$ cat config.mk
export PLATFORM = sky130hd
export DESIGN_NAME = fold_accumulator_flat
export DESIGN_NICKNAME = d
export VERILOG_FILES = /design/src/rtl/fold_pkg.sv /design/src/rtl/fold_accumulator_if.sv /design/src/rtl/fold_phase_gen.sv /design/src/rtl/fold_accumulator.sv /design/src/flat_wrapper.sv
export SDC_FILE = /design/constraint.sdc
export NUM_CORES = 2
export LEC_CHECK = 0
export ABC_AREA = 1
export CORE_MARGIN = 2
export CORE_UTILIZATION = 55
export CTS_CLUSTER_SIZE = 25
export DETAILED_ROUTE_END_ITERATION = 10
export PLACE_DENSITY = 0.8
export SETUP_SLACK_MARGIN = 0.5
export SYNTH_ARGS = -nofsm -noshare
export SYNTH_HDL_FRONTEND = slang
export SYNTH_SLANG_ARGS = --single-unit
$ cat constraint.sdc
create_clock -name clk -period 8.8 [get_ports clk]
set_input_delay 1.76 -clock clk [delete_from_list [all_inputs] [get_ports clk]]
set_output_delay 1.76 -clock clk [all_outputs]
set_load 0.02 [all_outputs]
$ cat src/rtl/fold_pkg.sv
// Shared types and helpers for the multi-channel pulse-folding profile accumulator.
package fold_pkg;

    typedef enum logic [1:0] {
        ST_IDLE       = 2'd0,
        ST_WAIT_EPOCH = 2'd1,
        ST_FOLD       = 2'd2,
        ST_READOUT    = 2'd3
    } fold_state_e;

    // Number of phase bins for a given log2 bin count.
    function automatic int nbins(input int bin_bits);
        return 32'sd1 << bin_bits;
    endfunction

    // Width of a channel index; a single channel still gets one bit.
    function automatic int ch_idx_w(input int num_ch);
        return (num_ch <= 32'sd1) ? 32'sd1 : $clog2(num_ch);
    endfunction

    // Increment that sticks at max_value instead of wrapping.
    function automatic logic [31:0] sat_inc(input logic [31:0] value, input logic [31:0] max_value);
        return (value >= max_value) ? value : value + 32'd1;
    endfunction

endpackage

$ cat src/rtl/fold_accumulator_if.sv
// Control, pulse, readout and peak-report bundle of the fold accumulator.
interface fold_accumulator_if
    import fold_pkg::*;
#(
    parameter int NUM_CH   = 2,
    parameter int BIN_BITS = 3,
    parameter int CNT_W    = 16,
    parameter int TIME_W   = 32
);
    localparam int CH_W = ch_idx_w(NUM_CH);

    logic [NUM_CH-1:0]   pulse_in;
    logic                start;
    logic [TIME_W-1:0]   period;
    logic [TIME_W-1:0]   epoch;
    logic [TIME_W-1:0]   fold_len;
    logic                busy;
    logic                err;
    logic [BIN_BITS-1:0] cur_bin;
    logic                out_valid;
    logic                out_ready;
    logic [CH_W-1:0]     out_ch;
    logic [BIN_BITS-1:0] out_bin;
    logic [CNT_W-1:0]    out_count;
    logic                out_last;
    logic                peak_valid;
    logic [CH_W-1:0]     peak_ch;
    logic [BIN_BITS-1:0] peak_bin;
    logic [CNT_W-1:0]    peak_count;

    modport master (
        output pulse_in, start, period, epoch, fold_len, out_ready,
        input  busy, err, cur_bin, out_valid, out_ch, out_bin, out_count, out_last,
               peak_valid, peak_ch, peak_bin, peak_count
    );

    modport slave (
        input  pulse_in, start, period, epoch, fold_len, out_ready,
        output busy, err, cur_bin, out_valid, out_ch, out_bin, out_count, out_last,
               peak_valid, peak_ch, peak_bin, peak_count
    );

endinterface

$ cat src/rtl/fold_phase_gen.sv
// Epoch delay, divider-free phase-to-bin mapping and period counting for one fold.
module fold_phase_gen
    import fold_pkg::*;
#(
    parameter int BIN_BITS = 3,
    parameter int TIME_W   = 32
) (
    input  logic                clk,
    input  logic                rst_n,
    input  logic                load,
    input  logic                in_wait,
    input  logic                in_fold,
    input  logic [TIME_W-1:0]   period,
    input  logic [TIME_W-1:0]   epoch,
    input  logic [TIME_W-1:0]   fold_len,
    output logic                epoch_done,
    output logic [BIN_BITS-1:0] cur_bin,
    output logic                period_wrap,
    output logic                fold_done
);
    localparam int              NBINS   = nbins(BIN_BITS);
    localparam logic [TIME_W:0] NBINS_W = (TIME_W + 1)'(NBINS);
    localparam logic [TIME_W:0] ONE_W   = (TIME_W + 1)'(1'b1);
    localparam logic [TIME_W-1:0] ONE_T  = TIME_W'(1'b1);
    localparam logic [TIME_W-1:0] ZERO_T = {TIME_W{1'b0}};

    logic [TIME_W-1:0]   period_r;
    logic [TIME_W-1:0]   epoch_r;
    logic [TIME_W-1:0]   fold_len_r;
    logic [TIME_W-1:0]   ecnt_r;
    logic [TIME_W-1:0]   phase_r;
    logic [TIME_W-1:0]   acc_r;
    logic [TIME_W-1:0]   pcnt_r;
    logic [BIN_BITS-1:0] bin_r;
    logic [TIME_W:0]     sum_s;
    logic [TIME_W-1:0]   acc_add_s;
    logic [TIME_W-1:0]   acc_sub_s;
    logic                step_bin_s;

    // Bresenham step (acc keeps p*NBINS mod period) and end-of-epoch/period/fold detection.
    always_comb begin
        sum_s       = {1'b0, acc_r} + NBINS_W;
        acc_add_s   = sum_s[TIME_W-1:0];
        acc_sub_s   = acc_add_s - period_r;
        step_bin_s  = (sum_s >= {1'b0, period_r});
        epoch_done  = in_wait && (({1'b0, ecnt_r} + ONE_W) >= {1'b0, epoch_r});
        period_wrap = in_fold && (phase_r == (period_r - ONE_T));
        fold_done   = in_fold && (({1'b0, pcnt_r} + ONE_W) >= {1'b0, fold_len_r});
    end

    assign cur_bin = bin_r;

    // Latch the fold configuration on an accepted start and step the counters.
    always_ff @(posedge clk or negedge rst_n) begin
        if (!rst_n) begin
            period_r   <= ZERO_T;
            epoch_r    <= ZERO_T;
            fold_len_r <= ZERO_T;
            ecnt_r     <= ZERO_T;
            phase_r    <= ZERO_T;
            acc_r      <= ZERO_T;
            pcnt_r     <= ZERO_T;
            bin_r      <= {BIN_BITS{1'b0}};
        end else if (load) begin
            period_r   <= period;
            epoch_r    <= epoch;
            fold_len_r <= (fold_len == ZERO_T) ? ONE_T : fold_len;
            ecnt_r     <= ZERO_T;
            phase_r    <= ZERO_T;
            acc_r      <= ZERO_T;
            pcnt_r     <= ZERO_T;
            bin_r      <= {BIN_BITS{1'b0}};
        end else begin
            if (in_wait) begin
                ecnt_r <= ecnt_r + ONE_T;
            end
            if (in_fold) begin
                if (period_wrap) begin
                    phase_r <= ZERO_T;
                    acc_r   <= ZERO_T;
                    bin_r   <= {BIN_BITS{1'b0}};
                    pcnt_r  <= pcnt_r + ONE_T;
                end else begin
                    phase_r <= phase_r + ONE_T;
                    if (step_bin_s) begin
                        acc_r <= acc_sub_s;
                        bin_r <= bin_r + BIN_BITS'(1'b1);
                    end else begin
                        acc_r <= acc_add_s;
                    end
                end
            end
        end
    end

endmodule

$ cat src/rtl/fold_accumulator.sv
// Multi-channel pulse-folding profile accumulator: counts rising edges per phase bin,
// then streams the profiles out with valid/ready and reports a per-channel peak.
module fold_accumulator
    import fold_pkg::*;
#(
    parameter int NUM_CH   = 2,
    parameter int BIN_BITS = 3,
    parameter int CNT_W    = 16,
    parameter int TIME_W   = 32
) (
    input  logic              clk,
    input  logic              rst_n,
    fold_accumulator_if.slave bus
);
    localparam int                  NBINS    = nbins(BIN_BITS);
    localparam int                  CH_W     = ch_idx_w(NUM_CH);
    localparam logic [CNT_W-1:0]    CNT_MAX  = {CNT_W{1'b1}};
    localparam logic [CH_W-1:0]     LAST_CH  = CH_W'(NUM_CH - 1);
    localparam logic [BIN_BITS-1:0] LAST_BIN = BIN_BITS'(NBINS - 1);

    fold_state_e         state_r;
    logic [NUM_CH-1:0]   pulse_prev_r;
    logic [NUM_CH-1:0]   edge_s;
    logic [CNT_W-1:0]    counts_r     [NUM_CH][NBINS];
    logic [CNT_W-1:0]    counts_nxt_s [NUM_CH][NBINS];
    logic [BIN_BITS-1:0] cur_bin_s;
    logic                load_s;
    logic                epoch_done_s;
    logic                period_wrap_s;
    logic                fold_done_s;
    logic                hs_s;
    logic [CH_W-1:0]     nxt_ch_s;
    logic [BIN_BITS-1:0] nxt_bin_s;
    logic                nxt_last_s;
    logic [BIN_BITS-1:0] pk_bin_r;
    logic [CNT_W-1:0]    pk_cnt_r;
    logic [BIN_BITS-1:0] pk_bin_new_s;
    logic [CNT_W-1:0]    pk_cnt_new_s;

    assign edge_s      = bus.pulse_in & ~pulse_prev_r;
    assign hs_s        = bus.out_valid & bus.out_ready;
    assign load_s      = (state_r == ST_IDLE) && bus.start && (bus.period >= TIME_W'(NBINS));
    assign bus.cur_bin = cur_bin_s;

    fold_phase_gen #(
        .BIN_BITS (BIN_BITS),
        .TIME_W   (TIME_W)
    ) u_phase_gen (
        .clk         (clk),
        .rst_n       (rst_n),
        .load        (load_s),
        .in_wait     (state_r == ST_WAIT_EPOCH),
        .in_fold     (state_r == ST_FOLD),
        .period      (bus.period),
        .epoch       (bus.epoch),
        .fold_len    (bus.fold_len),
        .epoch_done  (epoch_done_s),
        .cur_bin     (cur_bin_s),
        .period_wrap (period_wrap_s),
        .fold_done   (fold_done_s)
    );

    // Edge-detect history tracks the pulse inputs in every state.
    always_ff @(posedge clk or negedge rst_n) begin
        if (!rst_n) begin
            pulse_prev_r <= {NUM_CH{1'b0}};
        end else begin
            pulse_prev_r <= bus.pulse_in;
        end
    end

    // Next count file: saturating increment on an edge during FOLD, clear on an accepted beat.
    always_comb begin
        counts_nxt_s = counts_r;
        for (int c = 0; c < NUM_CH; c++) begin
            for (int b = 0; b < NBINS; b++) begin
                if ((state_r == ST_FOLD) && edge_s[c] && (cur_bin_s == BIN_BITS'(b))) begin
                    counts_nxt_s[c][b] = CNT_W'(sat_inc(32'(counts_r[c][b]), 32'(CNT_MAX)));
                end else if (hs_s && (bus.out_ch == CH_W'(c)) && (bus.out_bin == BIN_BITS'(b))) begin
                    counts_nxt_s[c][b] = {CNT_W{1'b0}};
                end else begin
                    counts_nxt_s[c][b] = counts_r[c][b];
                end
            end
        end
    end

    // Count register file.
    always_ff @(posedge clk or negedge rst_n) begin
        if (!rst_n) begin
            for (int c = 0; c < NUM_CH; c++) begin
                for (int b = 0; b < NBINS; b++) begin
                    counts_r[c][b] <= {CNT_W{1'b0}};
                end
            end
        end else begin
            counts_r <= counts_nxt_s;
        end
    end

    // Next readout beat index and running peak candidate (strict greater-than keeps lowest bin).
    always_comb begin
        nxt_ch_s     = bus.out_ch;
        nxt_bin_s    = bus.out_bin + BIN_BITS'(1'b1);
        pk_bin_new_s = pk_bin_r;
        pk_cnt_new_s = pk_cnt_r;
        if (bus.out_bin == LAST_BIN) begin
            nxt_ch_s  = bus.out_ch + CH_W'(1'b1);
            nxt_bin_s = {BIN_BITS{1'b0}};
        end else begin
            nxt_ch_s  = bus.out_ch;
            nxt_bin_s = bus.out_bin + BIN_BITS'(1'b1);
        end
        nxt_last_s = (nxt_ch_s == LAST_CH) && (nxt_bin_s == LAST_BIN);
        if ((bus.out_bin == {BIN_BITS{1'b0}}) || (bus.out_count > pk_cnt_r)) begin
            pk_bin_new_s = bus.out_bin;
            pk_cnt_new_s = bus.out_count;
        end else begin
            pk_bin_new_s = pk_bin_r;
            pk_cnt_new_s = pk_cnt_r;
        end
    end

    // Control FSM with registered status, readout and peak outputs.
    always_ff @(posedge clk or negedge rst_n) begin
        if (!rst_n) begin
            state_r        <= ST_IDLE;
            bus.busy       <= 1'b0;
            bus.err        <= 1'b0;
            bus.out_valid  <= 1'b0;
            bus.out_ch     <= {CH_W{1'b0}};
            bus.out_bin    <= {BIN_BITS{1'b0}};
            bus.out_count  <= {CNT_W{1'b0}};
            bus.out_last   <= 1'b0;
            bus.peak_valid <= 1'b0;
            bus.peak_ch    <= {CH_W{1'b0}};
            bus.peak_bin   <= {BIN_BITS{1'b0}};
            bus.peak_count <= {CNT_W{1'b0}};
            pk_bin_r       <= {BIN_BITS{1'b0}};
            pk_cnt_r       <= {CNT_W{1'b0}};
        end else begin
            bus.peak_valid <= 1'b0;
            case (state_r)
                ST_IDLE: begin
                    if (load_s) begin
                        state_r  <= ST_WAIT_EPOCH;
                        bus.busy <= 1'b1;
                        bus.err  <= 1'b0;
                    end else if (bus.start) begin
                        bus.err <= 1'b1;
                    end
                end
                ST_WAIT_EPOCH: begin
                    if (epoch_done_s) begin
                        state_r <= ST_FOLD;
                    end
                end
                ST_FOLD: begin
                    // fold_done flags the final period; its wrap closes the fold.
                    if (period_wrap_s && fold_done_s) begin
                        state_r       <= ST_READOUT;
                        bus.out_valid <= 1'b1;
                        bus.out_ch    <= {CH_W{1'b0}};
                        bus.out_bin   <= {BIN_BITS{1'b0}};
                        bus.out_count <= counts_nxt_s[0][0];
                        bus.out_last  <= 1'b0;
                        pk_bin_r      <= {BIN_BITS{1'b0}};
                        pk_cnt_r      <= {CNT_W{1'b0}};
                    end
                end
                ST_READOUT: begin
                    if (hs_s) begin
                        pk_bin_r <= pk_bin_new_s;
                        pk_cnt_r <= pk_cnt_new_s;
                        if (bus.out_bin == LAST_BIN) begin
                            bus.peak_valid <= 1'b1;
                            bus.peak_ch    <= bus.out_ch;
                            bus.peak_bin   <= pk_bin_new_s;
                            bus.peak_count <= pk_cnt_new_s;
                        end
                        if (bus.out_last) begin
                            state_r       <= ST_IDLE;
                            bus.busy      <= 1'b0;
                            bus.out_valid <= 1'b0;
                            bus.out_last  <= 1'b0;
                            bus.out_ch    <= {CH_W{1'b0}};
                            bus.out_bin   <= {BIN_BITS{1'b0}};
                            bus.out_count <= {CNT_W{1'b0}};
                        end else begin
                            bus.out_ch    <= nxt_ch_s;
                            bus.out_bin   <= nxt_bin_s;
                            bus.out_count <= counts_nxt_s[nxt_ch_s][nxt_bin_s];
                            bus.out_last  <= nxt_last_s;
                        end
                    end
                end
                default: begin
                    state_r       <= ST_IDLE;
                    bus.busy      <= 1'b0;
                    bus.out_valid <= 1'b0;
                    bus.out_last  <= 1'b0;
                end
            endcase
        end
    end

endmodule

$ cat src/flat_wrapper.sv
// flat-port wrapper written by rule: the top's interface ports become plain ports
module fold_accumulator_flat import fold_pkg::*;
#(
    parameter int NUM_CH   = 2,
    parameter int BIN_BITS = 3,
    parameter int CNT_W    = 16,
    parameter int TIME_W   = 32
)
  (clk, rst_n, bus_pulse_in, bus_start, bus_period, bus_epoch, bus_fold_len, bus_out_ready, bus_busy, bus_err, bus_cur_bin, bus_out_valid, bus_out_ch, bus_out_bin, bus_out_count, bus_out_last, bus_peak_valid, bus_peak_ch, bus_peak_bin, bus_peak_count);
  fold_accumulator_if #(.NUM_CH(NUM_CH), .BIN_BITS(BIN_BITS), .CNT_W(CNT_W), .TIME_W(TIME_W)) bus_i ();
  input  logic clk;
  input  logic rst_n;
  input wire logic [$bits(bus_i.pulse_in)-1:0] bus_pulse_in;
  input wire logic [$bits(bus_i.start)-1:0] bus_start;
  input wire logic [$bits(bus_i.period)-1:0] bus_period;
  input wire logic [$bits(bus_i.epoch)-1:0] bus_epoch;
  input wire logic [$bits(bus_i.fold_len)-1:0] bus_fold_len;
  input wire logic [$bits(bus_i.out_ready)-1:0] bus_out_ready;
  output wire logic [$bits(bus_i.busy)-1:0] bus_busy;
  output wire logic [$bits(bus_i.err)-1:0] bus_err;
  output wire logic [$bits(bus_i.cur_bin)-1:0] bus_cur_bin;
  output wire logic [$bits(bus_i.out_valid)-1:0] bus_out_valid;
  output wire logic [$bits(bus_i.out_ch)-1:0] bus_out_ch;
  output wire logic [$bits(bus_i.out_bin)-1:0] bus_out_bin;
  output wire logic [$bits(bus_i.out_count)-1:0] bus_out_count;
  output wire logic [$bits(bus_i.out_last)-1:0] bus_out_last;
  output wire logic [$bits(bus_i.peak_valid)-1:0] bus_peak_valid;
  output wire logic [$bits(bus_i.peak_ch)-1:0] bus_peak_ch;
  output wire logic [$bits(bus_i.peak_bin)-1:0] bus_peak_bin;
  output wire logic [$bits(bus_i.peak_count)-1:0] bus_peak_count;
  assign bus_i.pulse_in = bus_pulse_in;
  assign bus_i.start = bus_start;
  assign bus_i.period = bus_period;
  assign bus_i.epoch = bus_epoch;
  assign bus_i.fold_len = bus_fold_len;
  assign bus_i.out_ready = bus_out_ready;
  assign bus_busy = bus_i.busy;
  assign bus_err = bus_i.err;
  assign bus_cur_bin = bus_i.cur_bin;
  assign bus_out_valid = bus_i.out_valid;
  assign bus_out_ch = bus_i.out_ch;
  assign bus_out_bin = bus_i.out_bin;
  assign bus_out_count = bus_i.out_count;
  assign bus_out_last = bus_i.out_last;
  assign bus_peak_valid = bus_i.peak_valid;
  assign bus_peak_ch = bus_i.peak_ch;
  assign bus_peak_bin = bus_i.peak_bin;
  assign bus_peak_count = bus_i.peak_count;
  fold_accumulator #(.NUM_CH(NUM_CH), .BIN_BITS(BIN_BITS), .CNT_W(CNT_W), .TIME_W(TIME_W)) u_core (.clk(clk), .rst_n(rst_n), .bus(bus_i));
endmodule
Yosys cells after proc, flatten, opt, wreduce, memory -nomap -nowiden
Index checks and enable logic that the tools add are counted.

Register bits: 551. Latch bits: 0. Memory bits (writable): 0. Memory bits (read-only): 0. Bits of input ports: 102. Output and inout port bits: 48. Word-level logic and storage cells: 294. Memories: 0.

Add/sub/neg operators: 27. $mul: 0. Divide/modulo/power cells: 0. Magnitude comparators: 23. Equal/unequal tests: 24. Shift operators: 0. Muxes and demuxes: 112. Bitwise logic cells: 6. Reduce and logical (&&, ||, !) cells: 63.

Operators with widths (number): $mux 16 (56); $mux 32 (13); $mux 128 (3); $add 16x1->16 const B (16); $ge 16x16->1 const B (16); $ge 33x32->1 (3); $add 32x1->32 const B (3); $add 32x1->33 const B (2); $pmux 16 s2 (2); $bmux 16 s3 (1); $logic_and 1x1->1 (43); $add 32x4->33 const B (1); $eq 32x32->1 (1); $ge 32x4->1 const B (1); $logic_not 32->1 (1); $sub 32x1->32 const B (1); $sub 32x32->32 (1); $mux 3 (10); $eq 3x3->1 const B (9); $gt 16x16->1 (1); $mux 1 (15); $eq 3x2->1 const B (4); $pmux 3 s2 (2); $reduce_bool 2->1 (6); other kinds (25) (44).

Depth between registers and ports, before layout
Depth after elaboration: 14. Depth in mapped cells: 27. Mapped depth without buffers: 27.

Modules after synthesis
Synthesis repeated with hierarchy kept, for this count alone.

Cells, all modules: 6234. Area total of the unflattened synthesis: 41653.7 µm².

Modules (own cells, without submodules): fold_accumulator (instances 1, cells an instance 3747, area an instance 24531.0 µm², seq. area each 8107.8 µm²); fold_phase_gen (instances 1, cells an instance 2487, area an instance 17122.7 µm², seq. area each 5680.4 µm²).

Least setup slack after synthesis
Ideal clock, no wire load.

Kind: input port to flip-flop. From: input port bus_period[7]. To: register u_core.u_phase_gen.phase_r[30]. Arrival: 3343 ps. Data required time: 8684 ps. Path slack: 5341 ps. Stages on the path: 12. Path buffers: 2. Path through: nor4_1 -> nand2_1 -> nor3_1 -> nand3_1 -> nand3_1 -> inv_2 -> nor2_1 -> buf_2 -> clkbuf_1 -> nor2_1 -> nand2_1 -> nand2_1.

Cells in the longest elaborated chain, start to end: 3. Elaborated cells between the ends (all ways): 4. Those cells by class: order compare (1); mux (1); reduce/logical (2).

Ends and longest elaborated chain: start, declared (line flat_wrapper.sv:15) `input wire logic [$bits(bus_i.period)-1:0] bus_period;`; $ge 32x4->1 * (line fold_accumulator.sv:42) `assign load_s = (state_r == ST_IDLE) && bus.start && (bus.period >= TIME_W'(NBINS));`; $logic_and 1x1->1 * (line fold_accumulator.sv:42); $mux 32 or $reduce_bool 2->1 (tied branches); end signal, assigned (line fold_phase_gen.sv:84) `phase_r <= phase_r + ONE_T;`; end, declared (line fold_phase_gen.sv:31) `logic [TIME_W-1:0] phase_r;`.

Mark *: on every way between the ends. The rest lies on a longest branch, timed or not. A chain may end at the register's enable or synchronous reset.

Worst setup path after layout
From: input port bus_pulse_in[1]. To: register u_core.bus.out_count[7].

Cells in the longest elaborated chain, start to end: 13. Elaborated cells between the ends (all ways): 27. Those cells by class: mux (17); bitwise (1); reduce/logical (9).

Ends and longest elaborated chain: start, declared (line flat_wrapper.sv:13) `input wire logic [$bits(bus_i.pulse_in)-1:0] bus_pulse_in;`; $and 2x2->2 * (line fold_accumulator.sv:40) `assign edge_s = bus.pulse_in & ~pulse_prev_r;`; $logic_and 1x1->1 * (line fold_accumulator.sv:77) `if ((state_r == ST_FOLD) && edge_s[c] && (cur_bin_s == BIN_BITS'(b))) begin`; $logic_and 1x1->1 (line fold_accumulator.sv:77); $mux 16 (line fold_accumulator.sv:77); $mux 128 (implied by the code) * (3 in series) (line fold_accumulator.sv:192) `bus.out_count <= counts_nxt_s[nxt_ch_s][nxt_bin_s];`; $bmux 16 s3 * (line fold_accumulator.sv:192); $mux 16 (implied by the code) * (2 in series) (line fold_accumulator.sv:192); $mux 16 * (line fold_accumulator.sv:181) `if (bus.out_last) begin`; $mux 16 * (line fold_accumulator.sv:172) `if (hs_s) begin`; $pmux 16 s2 * (line fold_accumulator.sv:143) `case (state_r)`; end signal, assigned (line fold_accumulator.sv:165) `bus.out_count <= counts_nxt_s[0][0];`; end signal, assigned (line fold_accumulator.sv:188) `bus.out_count <= {CNT_W{1'b0}};`; end signal, assigned (line fold_accumulator.sv:192); end, declared (line fold_accumulator_if.sv:39) `output busy, err, cur_bin, out_valid, out_ch, out_bin, out_count, out_last,`.

Mark *: on every way between the ends. The rest lies on a longest branch, timed or not. The select of a mux whose other input is x is not followed.

==> run metrics <==
run status=completed; clock transition time at the flip-flop clock pins of the worst setup and hold paths=0.06 ns; Synth-to-Final Area Change=10.4%; number of warning messages in the yosys log=0; Antenna Cells=0; Resized Gates After CTS=0; setup TNS after final layout=0 ns; initial antenna violation count=0; highest-delay cell along the critical path=nand3_1; sequential share of the synthesized area=33.5%; root buffer cell=clkbuf_16; number of global-route vias before repair=39100; post-route worst setup slack=slightly below 4 ns; headroom to the max-slew limit=16.4%; ratio of cells with drive above 1 in the final layout=2.74%; initial DRC count=4578; drc violations=0; number of buffers added to fix hold violations after cts=0; worst clock skew=0.0269 ns; measured slew at the worst slew-check pin=around 1.3 ns; latest clock arrival within the worst-skew pair=around 0.62 ns; setup slack at placement=3.40 ns; Num Clock Sinks=551; deepest level of the CTS H-tree=3; effective utilization at floorplan=a little under three fifths; kind of path behind the tightest hold check=flop to flop; shortest clock period the worst path allows after layout=4.96 ns; final core occ=61.2%; most repeated library cell on the critical path=nand3_1; global-route wire length before repair=between 200000 and 250000 µm; Die Span X=278 µm; maximum fanout along the worst path=17; layout filler cell count=6945; routed wirelength normalized by instance count=17.2 µm; Std-Cell Core Area=74300 µm²; count of endpoints failing hold in the final timing report=0; Synth Area per Inst=between 6 and 7 µm²; total iterations of the first detailed-routing run=9; number of distinct library cells after synthesis=51; DIE AREA=77100 µm²; async set-or-reset flop fraction in the synthesized netlist=100%; Final GP Congestion=a little over 1; post-CTS setup-driven buffer insertion count=0; number of max-slew violations in the final report=0; number of cells produced by synthesis=6210; Routed Antenna Nets=0; I/O pins=150; most frequent cell after synthesis=nand2_1; CP Data Required Time=approximately 9.3 ns; post-route fraction of the period consumed by the critical path=56.3%; total wirelength of the detailed-routed design=approximately 130000 µm; number of enable-type register cells in the synthesized netlist=0; Final HPWL DP=between 90000 and 100000 µm; post-synthesis instance area=about 41000 µm²; post-synthesis net count=6462; number of buffers on the longest clock path=3; unrepaired setup endpoints after global routing=no; startpoint type of the worst setup path=input port; leakage power=~23 nW; top cells by area in the synthesized netlist=dfrtp_1, nand2_1, nand3_1; Critical Setup Path Class=input port to flop; maximum vdd drop=about 410 µV; post-synthesis cell type with the largest combined area=dfrtp_1; setup violation total in the final timing report=0; num rows=100; cell breakdown of the critical path=clkdlybuf4s50_1 -> nand2_1 -> nor2_2 -> nand3_1 -> inv_1 -> nand3_1 -> nand3_1 -> nand3_1 -> nand3_1 -> nand3_1 -> nand3_1 -> nand2_1 -> nand2_1 -> nand2_1; critical path data arrival time=5.45 ns; count of nets after finishing=6516; Peak Freq=202 MHz; commonest cells in the netlist=nand2_1, nand3_1, inv_1; maximum number of pins on one net before global-route repair=about 130; number of vias in the routed layout=42100; height of the chip=278 µm; top-area cell type share of the netlist area=33.5%; PD cells=around 270 nW/µm²; post-DR vias/cell=between 5 and 6; flip-flop cell with the highest count after synthesis=dfrtp_1; count of maximum capacitance violations=0; total grt overflow=0; Critical Path End Type=flop; Inserted Clock Buffers=between 60 and 70; TritonCTS clock tree=yes; flip-flop and latch count after synthesis=about 550; delay of the slowest cell on the worst path=0.77 ns; GRT Total Usage=32.1%; total of buffers placed on input and output ports=149
==> sequential cells by signal, summed over array words and instances, names as in the netlist, 3 cells and up <==
register	count
u_core.bus.peak_bin	3
u_core.u_phase_gen.ecnt_r	32
u_core.pk_bin_r	3
u_core.u_phase_gen.acc_r	32
u_core.u_phase_gen.phase_r	32
u_core.u_phase_gen.fold_len_r	32
u_core.counts_r	256
u_core.u_phase_gen.period_r	32
u_core.bus.out_count	16
u_core.u_phase_gen.epoch_r	32
u_core.bus.out_bin	3
u_core.u_phase_gen.cur_bin	3
u_core.bus.peak_count	16
u_core.pk_cnt_r	16
u_core.u_phase_gen.pcnt_r	32
==> worst max-delay path: cells and delay by family <==
kind,cells,cell delay (ns)
buf+inv,2,1.28
simple gates,12,2.41
==> metal layers <==
| metal | share of wire [%] | routed length [µm] | GRT usage (%) | up-vias |
|---|---|---|---|---|
| met2 | 45 | 56300 | 51.3 | 1817 |
| met4 | 5.1 | 6340 | 14.5 | 0 |
| met1 | 42 | 52700 | 43.2 | 19600 |
| met5 | 0 | 0 | 0 | - |
| met3 | 8.0 | 9980 | 4.67 | 362 |
| li1 | - | - | - | 20300 |
==> cell usage in the layout, fill, tap and decap left out, types with 66 or more instances in the layout <==
cell / n
clkbuf_16: 69
ha_1: 149
o21ai_0: 436
inv_1: 767
nand4_1: 143
nor2_1: 523
a21boi_0: 66
dfrtp_1: 551
nand3_1: 945
xor2_1: 237
a21oi_1: 113
nand2_1: 1729
clkdlybuf4s50_1: 148
==> cells by family after synthesis <==
logic type / count (synthesis) / synth area share (%)
fa+ha+maj: 150 / 4.58
xor+xnor: 287 / 6.10
simple gates: 3555 / 37.5
flops: 551 / 33.5
buf+inv: 973 / 9.13
compound gates: 694 / 9.22
==> where the power goes <==
group / internal [mW] / switching, mW / total, mW
Clock: 1.63 / 1.14 / 2.77
Combinational: 1.91 / 3.75 / 5.66
Sequential: 3.15 / 0.737 / 3.89
Total: 6.69 / 5.63 / 12.3
==> stage by stage <==
step | total power, mW | std cells | cell area (µm²) | hold slack [ns]
after floorplan | 7.82 | 6210 | 41200 | 0.437
final | 12.3 | 7279 | 45500 | 0.470
after global routing | 13.2 | 7279 | 45500 | 0.495
after CTS | 12.2 | 7279 | 45500 | 0.467
after detailed placement | 9.42 | 7164 | 43300 | 0.453
after global placement | 9.28 | 7164 | 43300 | 0.447
==> area by class of cell <==
class,instances,area (µm²),area share [%]
clock buffers,106,2030,4.46
clock inverters,9,103,0.226
inverters,786,2950,6.50
multi-input cells,4686,23700,52.1
flip-flops and latches,551,13800,30.3
well taps,969,1210,2.67
repair buffers,172,1690,3.73
==> final timing paths <==
check,cells after the start,slack [ns],endpoint,startpoint
max reg2reg,19,3.94,u_core.pk_cnt_r[12],u_core.u_phase_gen.pcnt_r[0]
min in group asynchronous,1,1.21,u_core.counts_r[58],rst_n
min,2,0.47,u_core.pk_cnt_r[15],u_core.pk_cnt_r[15]
min reg2reg,2,0.47,u_core.pk_cnt_r[15],u_core.pk_cnt_r[15]
max,14,3.84,u_core.bus.out_count[7],bus_pulse_in[1]
max in group asynchronous,2,5.99,u_core.u_phase_gen.period_r[21],rst_n
Power figures use the tool's default switching activity.
